File: src/rtl/free_list.sv
// free_list: circular FIFO of free physical register tags.
// Hands out up to two new tags per cycle to rename, takes back up to two
// retired Told tags per cycle, and on a mispredict flush rewinds the
// allocation pointer to the retire pointer so every speculatively
// allocated tag becomes free again.
module free_list #(
  parameter int NUM_AR   = 32,
  parameter int NUM_PR   = 64,
  parameter int FL_DEPTH = NUM_PR - NUM_AR
) (
  input  logic       clock,
  input  logic       reset,
  input  logic [1:0] id_dispatch_num,
  input  logic       id_valid_inst0,
  input  logic       id_valid_inst1,
  input  logic [1:0] rob_retire_num,
  input  logic       rob_retire_valid0,
  input  logic       rob_retire_valid1,
  input  logic [6:0] rob_told0,
  input  logic [6:0] rob_told1,
  input  logic       rob_mispredict,
  output logic [6:0] fl_pr0,
  output logic [6:0] fl_pr1,
  output logic [1:0] fl_avail,
  output logic [5:0] fl_free_count,
  output logic       fl_error
);

  localparam int PTR_W = $clog2(FL_DEPTH);
  localparam int CNT_W = PTR_W + 1;

  // Tag storage and pointers
  logic [6:0]       entries_q [FL_DEPTH];
  logic [PTR_W-1:0] head_q, head_d;
  logic [PTR_W-1:0] tail_q, tail_d;
  logic [PTR_W-1:0] rhead_q, rhead_d;
  logic [CNT_W-1:0] count_q, count_d;
  logic             error_q, error_d;

  // Per-cycle decode
  logic             allocSlot0, allocSlot1;
  logic             freeSlot0, freeSlot1;
  logic [1:0]       allocReq, allocEff;
  logic [1:0]       freeReq, freeEff;
  logic             underflow, overflow;
  logic [CNT_W:0]   countSum;
  logic             wrEn0, wrEn1;
  logic [PTR_W-1:0] wrIdx0, wrIdx1;
  logic [PTR_W-1:0] headPlusOne;

  // Decode requests, detect under/overflow and compute next pointer state
  always_comb begin
    allocSlot0 = (id_dispatch_num >= 2'd1) && id_valid_inst0;
    allocSlot1 = (id_dispatch_num == 2'd2) && id_valid_inst1;
    freeSlot0  = (rob_retire_num >= 2'd1) && rob_retire_valid0;
    freeSlot1  = (rob_retire_num == 2'd2) && rob_retire_valid1;
    allocReq   = 2'(allocSlot0) + 2'(allocSlot1);
    freeReq    = 2'(freeSlot0) + 2'(freeSlot1);

    // A flush ignores same-cycle dispatch, so it can never underflow
    underflow  = !rob_mispredict && ({{(CNT_W-2){1'b0}}, allocReq} > count_q);
    allocEff   = (rob_mispredict || underflow) ? 2'd0 : allocReq;

    countSum   = {1'b0, count_q} + {{(CNT_W-1){1'b0}}, freeReq}
               - {{(CNT_W-1){1'b0}}, allocEff};
    overflow   = countSum > (CNT_W+1)'(FL_DEPTH);
    freeEff    = overflow ? 2'd0 : freeReq;

    wrEn0      = freeSlot0 && !overflow;
    wrEn1      = freeSlot1 && !overflow;
    wrIdx0     = tail_q;
    wrIdx1     = tail_q + PTR_W'(freeSlot0);

    tail_d     = tail_q + PTR_W'(freeEff);
    rhead_d    = rhead_q + PTR_W'(freeEff);
    if (rob_mispredict) begin
      head_d  = rhead_q + PTR_W'(freeEff);
      count_d = CNT_W'(FL_DEPTH);
    end else begin
      head_d  = head_q + PTR_W'(allocEff);
      count_d = count_q + CNT_W'(freeEff) - CNT_W'(allocEff);
    end
    error_d    = error_q || underflow || overflow;
    headPlusOne = head_q + PTR_W'(1);
  end

  // Tag storage: reset to the non-architectural tags, then write Told tags at tail
  always_ff @(posedge clock) begin
    if (reset) begin
      for (int i = 0; i < FL_DEPTH; i++) begin
        entries_q[i] <= 7'(NUM_AR + i);
      end
    end else begin
      if (wrEn0) entries_q[wrIdx0] <= rob_told0;
      if (wrEn1) entries_q[wrIdx1] <= rob_told1;
    end
  end

  // Pointer, count and sticky error registers
  always_ff @(posedge clock) begin
    if (reset) begin
      head_q  <= '0;
      tail_q  <= '0;
      rhead_q <= '0;
      count_q <= CNT_W'(FL_DEPTH);
      error_q <= 1'b0;
    end else begin
      head_q  <= head_d;
      tail_q  <= tail_d;
      rhead_q <= rhead_d;
      count_q <= count_d;
      error_q <= error_d;
    end
  end

  // Outputs come straight from registered state; slot 1 takes the head tag when slot 0 is idle
  always_comb begin
    fl_pr0        = entries_q[head_q];
    fl_pr1        = id_valid_inst0 ? entries_q[headPlusOne] : entries_q[head_q];
    fl_avail      = (count_q >= CNT_W'(2)) ? 2'd2 : count_q[1:0];
    fl_free_count = count_q;
    fl_error      = error_q;
  end

endmodule

File: config.mk
export PLATFORM = sky130hd
export DESIGN_NAME = free_list
export DESIGN_NICKNAME = d
export VERILOG_FILES = /design/src/rtl/free_list.sv
export SDC_FILE = /design/constraint.sdc
export NUM_CORES = 1
export LEC_CHECK = 0
export CAP_MARGIN = 20
export CORE_MARGIN = 1.5
export CORE_UTILIZATION = 45
export DETAILED_ROUTE_END_ITERATION = 16
export SYNTH_ARGS = -nofsm -noshare
export SYNTH_HDL_FRONTEND = slang
export SYNTH_SLANG_ARGS = --single-unit
File: constraint.sdc
create_clock -name clock -period 14.79 [get_ports clock]
set_input_delay 2.958 -clock clock [delete_from_list [all_inputs] [get_ports clock]]
set_output_delay 2.958 -clock clock [all_outputs]
set_load 0.005 [all_outputs]
==> results.md, run 1 <==
- CP max-delay cell: clkdlybuf4s50_1
- Critical path arrival: 9.96 ns
- DRT Wirelength: 66,400 um
- Worst min path class: flip-flop to flip-flop
- Largest net degree at the start of global routing: 88
- Final min period: 9.50 ns
- Global route overflow: 0
- CP Launch Type: input port
- Layout cells sized above 1: 29.9%
- First-pass GRT wire length: 96,000 um
- Required time of the critical path: 15.25 ns
- Commonest non-fill, non-tap cell in the layout: edfxtp_1
- Post-synth EDFFs: 224
- H-tree levels: 1
- RSZ-0062 raised after global routing: false
- Sequential element share of the synthesized area: 39.6%
- Final setup vio count: 0
- Die Span Y: 204 um
- Core Area: 39,700 um^2
- Cell row count: 73
- Vias: 14,600
- Cells after DPL: 1,992
- Bufs on Longest Clock Path: 3
- CTS Sinks: 246
- Fin. max-slew vios: 0
- Initial antenna violation count: 3
- Avg Inst Size Synth: 11.4 um^2
- Max_slew headroom: 18.2%
- WHS: 0.529 ns
- Synthesized area: 18,100 um^2
- Worst Setup End Kind: flip-flop
- Routed Antenna Nets: 0
- Hold_buf cts: 0
- Met1 Use GR: 42.0%
- Clock-pin slew of the registers on the worst-case setup and hold paths: 0.06 ns
- Max stage delay on crit path: 0.94 ns
- # port buffers: 47
- Crit path kind: input port to flip-flop
- Syn nets: 1,647
- Asr flop ratio synth: 0%
- F_max: 0.105 GHz
- Most common cell on crit path: inv_1
- Yosys warnings: 0
- Total of max-cap violations: 0
- DPL Wire Length: 43,700 um
- Die area: 41,500 um^2
- Vias/cell: 7.10
- Total GRT Usage: 31.8%
- Post-synthesis register bit count: 246
- Leakage: 5.66 nW
- Area grow syn2layout: 8.52%
- CTS buffer count: 29
- Period utilization: 64.3%
- Final hold violations: 0
- Resized cells post-CTS: 0
- # DRC: 0
- Outcome: complete, no violations
- DRT Pass-1 Iters: 8
- Synth top area cells: edfxtp_1 (37%), mux4_2 (14%), mux2_2 (13%), nand4_1 (3.1%), nand3_1 (3.1%)
- Synth Instances: 1,589
- Synth cell types: 66
- Met3 GRT Util: 8.50%
- CTS tree: done
- Top cell type's share of synthesized area: 37.1%
- Slew @ Worst Pin: 1.23 ns
- Vias in the first global route: 14,000
- # Post-CTS Setup Buffers: 0
- I/O pin total: 48
- Pre-CTS setup slack: 4.78 ns
- Most frequent cells in the layout: edfxtp_1 (224), mux2_2 (203), mux4_2 (112)
- Avg WL per Cell: 32.3 um
- DRT iter0 DRCs: 2,340
- Die X-Extent: 204 um
- Max VDD drop: 0.000182 V
- Most used DFF post-synth: edfxtp_1
- Critical path fanouts, max: 45
- Worst-Skew Late Latency: 0.59 ns
- Grt peak-use layer: met2
- Setup TNS: 0 ns
- Final-stage net count: 1,565
- Finished Layout Cells: 2,056
- Clock skew: 0.0287 ns
- CTS root buffer: clkbuf_16
- Met2 Resource Use GR: 48.3%
- Cell taking the most area after synthesis: edfxtp_1
- Placer Congestion: 0.946
- Starting Density: 45.6%
- PnR worst setup slack: 5.29 ns
- Fillcell total: 3,581
- Pwr dens: 169 nW/um^2
worst max-delay path: cells and delay by family:
family | cells | cell delay (ns)
AOI/OAI and AO/OA | 9 | 2.05
and+or+nand+nor | 5 | 1.00
buffers and inverters | 7 | 1.67
xor gates and xnor gates | 1 | 0.13
adders and majority gates | 6 | 2.13
registers in the layout, indices dropped and copies added, names as in the netlist:
name / cells
tail_q: 5
fl_error: 1
rhead_q: 5
fl_free_count: 6
entries_q: 224
head_q: 5
cell usage after synthesis (29+ instances only):
library cell and n:
mux4_2 112, nand3_1 111, buf_2 46, buf_1 38, clkbuf_1 101, edfxtp_1 224
inv_1 32, nor4_1 83, o22ai_1 29, nor2_1 57, nor3_1 99, nand4_1 90
nand2_1 81, mux2_2 203
worst paths after layout:
kind	cells past startpoint	start	slack (ns)	end
hold reg to reg	2	fl_error$_SDFF_PP0_	0.53	fl_error$_SDFF_PP0_
hold / removal	2	fl_error$_SDFF_PP0_	0.53	fl_error$_SDFF_PP0_
setup reg to reg	26	fl_free_count[1]$_SDFF_PP0_	8.58	fl_free_count[5]$_SDFF_PP1_
setup / recovery	28	id_valid_inst0	5.29	fl_free_count[5]$_SDFF_PP1_
stage by stage:
step | power [mW] | cell area (um^2) | utilization [%]
floorplan | 2.11 | 18100 | -
global placement | 2.51 | 18600 | 46.8
detailed placement | 2.54 | 18600 | 46.9
CTS | 3.29 | 19600 | 49.3
global route | 3.42 | 19700 | 49.5
finish | 3.33 | 19700 | 49.5
final cells by class:
| cell class | count | area (um^2) | share of cell area [%] |
|---|---|---|---|
| Antenna cell | 1 | 2.50 | 0.0127 |
| Inverter | 32 | 120 | 0.611 |
| Multi-Input combinational cell | 1117 | 10100 | 51.2 |
| Tap cell | 525 | 657 | 3.34 |
| Timing Repair Buffer | 81 | 661 | 3.36 |
| Clock inverter | 20 | 239 | 1.22 |
| Sequential cell | 246 | 7170 | 36.5 |
| Clock buffer | 34 | 744 | 3.79 |
layer usage:
layer  wire [um]  up-vias
li1            -     6150
met1       25000     7192
met2       29300     1035
met3        8250      223
met4        3770        4
met5          30        -
cells by family (layout without fill, tap and decap cells):
| kind of cell | Yosys count | in the layout | share of synthesized area [%] |
|---|---|---|---|
| AO/OA/AOI/OAI | 115 | 115 | 4.79 |
| XOR/XNOR | 21 | 21 | 1.02 |
| adder cells (fa/ha/maj) | 33 | 33 | 2.57 |
| buffers and inverters | 226 | 167 | 5.34 |
| flip-flops | 246 | 246 | 39.6 |
| multiplexers | 325 | 325 | 27.1 |
| other | 0 | 1 | 0 |
| AND/OR/NAND/NOR | 623 | 623 | 19.6 |
power by group:
group / internal, mW / switching [mW]
logic: 0.473 / 1.25
registers: 0.790 / 0.0545
clock network: 0.448 / 0.314
total: 1.71 / 1.62
No activity file was read; power rests on OpenSTA's default activity.
==> inputs of run 2 (changes only) <==
==> constraint.sdc (replaced) <==
create_clock -name clock -period 9.6 [get_ports clock]
set_input_delay 1.92 -clock clock [delete_from_list [all_inputs] [get_ports clock]]
set_output_delay 1.92 -clock clock [all_outputs]
set_load 0.005 [all_outputs]
==> run 2 against run 1 <==
Net effect: register-to-register slack worse by 4.7 ns; critical path depth decreased by 9; global-route usage up 0.65 points; first-iteration DRC count grew 0.81%; core utilization barely moved; combinational power rose by 62%; sequential power rose by 50%; power is 54% higher; highest routed layer unchanged.
==> results.md, run 2 (same netlist as run 1, synthesis figures left out) <==
- DRT iter0 DRCs: 2,359 (+0.81%)
- Most common cell on crit path: inv_1
- DRT Wirelength: 67,300 um (+1.4%)
- Max VDD drop: 0.000370 V (+100%)
- Largest net degree at the start of global routing: 79 (-10%)
- Starting Density: 45.6% (unchanged)
- First-pass GRT wire length: 98,400 um (+2.5%)
- Fillcell total: 3,526 (-1.5%)
- Fin. max-slew vios: 0 (unchanged)
- DRT Pass-1 Iters: 9 (+1)
- # Post-CTS Setup Buffers: 0 (unchanged)
- Final hold violations: 0 (unchanged)
- # DRC: 0 (unchanged)
- Hold_buf cts: 0 (unchanged)
- I/O pin total: 48 (unchanged)
- Global route overflow: 0 (unchanged)
- Die X-Extent: 204 um (unchanged)
- Resized cells post-CTS: 0 (unchanged)
- Biggest register: entries_q
- Initial antenna violation count: 1 (-2)
- Delay-heaviest family, CP: buffers and inverters
- Bufs on Longest Clock Path: 3 (unchanged)
- Pwr dens: 260 nW/um^2 (+54%)
- Logic pwr share: 54.4% (+2.6 points)
- Worst min path class: flip-flop to flip-flop
- Setup TNS: 0 ns (unchanged)
- Max_slew headroom: 28.7% (+10 points)
- Pre-CTS setup slack: 1.25 ns (-3.53 ns)
- H-tree levels: 1 (unchanged)
- Psw: 2.53 mW (+56%)
- Routed Antenna Nets: 0 (unchanged)
- CP max-delay cell: clkdlybuf4s50_1
- Worst Setup End Kind: flip-flop
- CTS buffer count: 29 (unchanged)
- Crit path kind: input port to flip-flop
- Final min period: 7.96 ns
- PnR worst setup slack: 1.64 ns (-3.65 ns)
- Clock skew: 0.00828 ns (-0.0204 ns)
- Placer Congestion: 1.07 (+13%)
- Vias in the first global route: 14,600 (+4.8%)
- CP Launch Type: input port
- Total of max-cap violations: 0 (unchanged)
- Reg power frac: 24.7% (-0.7 points)
- Slew @ Worst Pin: 1.07 ns (-0.155 ns)
- Total GRT Usage: 32.5% (+0.65 points)
- Critical path, cell by cell: clkdlybuf4s50_1 -> o21a_1 -> ha_1 -> inv_1 -> ha_1 -> a211oi_1 -> nor2_1 -> nand2_1 -> inv_1 -> fa_1 -> inv_1 -> fa_1 -> a211o_1 -> a311o_1 -> nand3_4 -> buf_4 -> nand4_1 -> o311ai_1 -> buf_2
- Power Internal: 2.59 mW (+52%)
- Vias: 14,900 (+1.9%)
- Power Total: 5.12 mW (+54%)
- Cell row count: 73 (unchanged)
- Worst-Skew Late Latency: 0.57 ns (-0.02 ns)
- Final setup vio count: 0 (unchanged)
- Core Area: 39,700 um^2 (unchanged)
- Max stage delay on crit path: 0.97 ns (+0.03 ns)
- Leakage: 5.69 nW (+0.49%)
- CTS root buffer: clkbuf_16
- WP buf/inv: 6 (-1)
- Max reg flops: 224 (unchanged)
- Outcome: complete, no violations
- Clock group share of total power: 20.9% (-2.0 points)
- CTS tree: done
- Critical path arrival: 8.23 ns (-1.73 ns)
- CTS Sinks: 246 (unchanged)
- Avg WL per Cell: 32.5 um (+0.73%)
- Die Span Y: 204 um (unchanged)
- Required time of the critical path: 9.87 ns (-5.38 ns)
- Most frequent cells in the layout: edfxtp_1 (224), mux2_2 (203), mux4_2 (112)
- DPL Wire Length: 44,000 um (+0.71%)
- F_max: 0.126 GHz
- Period utilization: 82.9%
- RSZ-0062 raised after global routing: false
- Switching share of power: 49.3% (+0.72 points)
- Vias/cell: 7.19 (+1.2%)
- # port buffers: 47 (unchanged)
- Final-stage net count: 1,580 (+0.96%)
- Area grow syn2layout: 8.57% (about the same)
- Layout cells sized above 1: 30.1% (+0.12 points)
- Commonest non-fill, non-tap cell in the layout: edfxtp_1
- Die area: 41,500 um^2 (unchanged)
- Critical path fanouts, max: 64 (+42%)
- Clock-pin slew of the registers on the worst-case setup and hold paths: 0.06 ns (about the same)
-- run 2: path summary, 6_finish.rpt --
check                                                  from                        end  slack (ns)  cells past startpoint
worst max-delay path                         id_valid_inst0  entries_q[9][3]$_DFFE_PP_        1.64                     19
worst min-delay path                  rhead_q[4]$_SDFF_PP0_      rhead_q[4]$_SDFF_PP0_        0.52                      2
worst max register to register  fl_free_count[1]$_SDFF_PP0_  entries_q[9][3]$_DFFE_PP_        3.93                     17
worst min register to register        rhead_q[4]$_SDFF_PP0_      rhead_q[4]$_SDFF_PP0_        0.52                      2
-- run 2: layout make-up --
cell class | count | area [um^2] | area share, %
clock inverter | 9 | 71.3 | 0.363
antenna | 1 | 2.50 | 0.0127
clock buffer | 44 | 812 | 4.13
tap | 525 | 657 | 3.34
sequential | 246 | 7170 | 36.5
timing repair buffer | 96 | 783 | 3.98
inverter | 32 | 120 | 0.611
multi-input combinational | 1117 | 10000 | 51.1
-- run 2: power groups by stage --
stage | combinational, mW | clock (mW) | sequential (mW)
5_1_grt | 2.89 | 1.10 | 1.27
6_report | 2.78 | 1.07 | 1.27
4_1_cts | 2.69 | 1.07 | 1.26
2_1_floorplan | 2.00 | 0 | 1.26
3_5_place_dp | 2.69 | 0 | 1.29
3_3_place_gp | 2.68 | 0 | 1.29
-- run 2: routing by layer --
layer  up-vias  global-route usage (%)  part of all wire (%)
met5         -                       0                 0.042
met4         2                    17.5                   6.4
met2      1128                    48.7                    43
met3       264                    9.64                    13
met1      7328                    42.2                    37
li1       6159                       -                     -
-- run 2: per-stage QoR --
step,instance area [um^2],cells,util (%),hold WS [ns]
6_report,19700,2070,49.5,0.520
5_1_grt,19700,2069,49.5,0.561
4_1_cts,19600,2066,49.4,0.520
3_5_place_dp,18800,2013,47.2,0.506
3_3_place_gp,18700,2008,47.2,0.490
2_1_floorplan,18100,1589,-,0.473
-- run 2: worst register-to-register path, cell delays in order (launching register included) --
cell	delay (ns)
dfxtp_1	0.33
inv_1	0.12
ha_1	0.34
a21oi_1	0.07
a211oi_1	0.34
nor2_1	0.08
nand2_1	0.13
inv_1	0.10
fa_1	0.48
inv_1	0.06
fa_1	0.40
a211o_1	0.33
a311o_1	0.38
nand3_4	0.10
buf_4	0.61
nand4_1	0.77
o311ai_1	0.44
buf_2	0.30
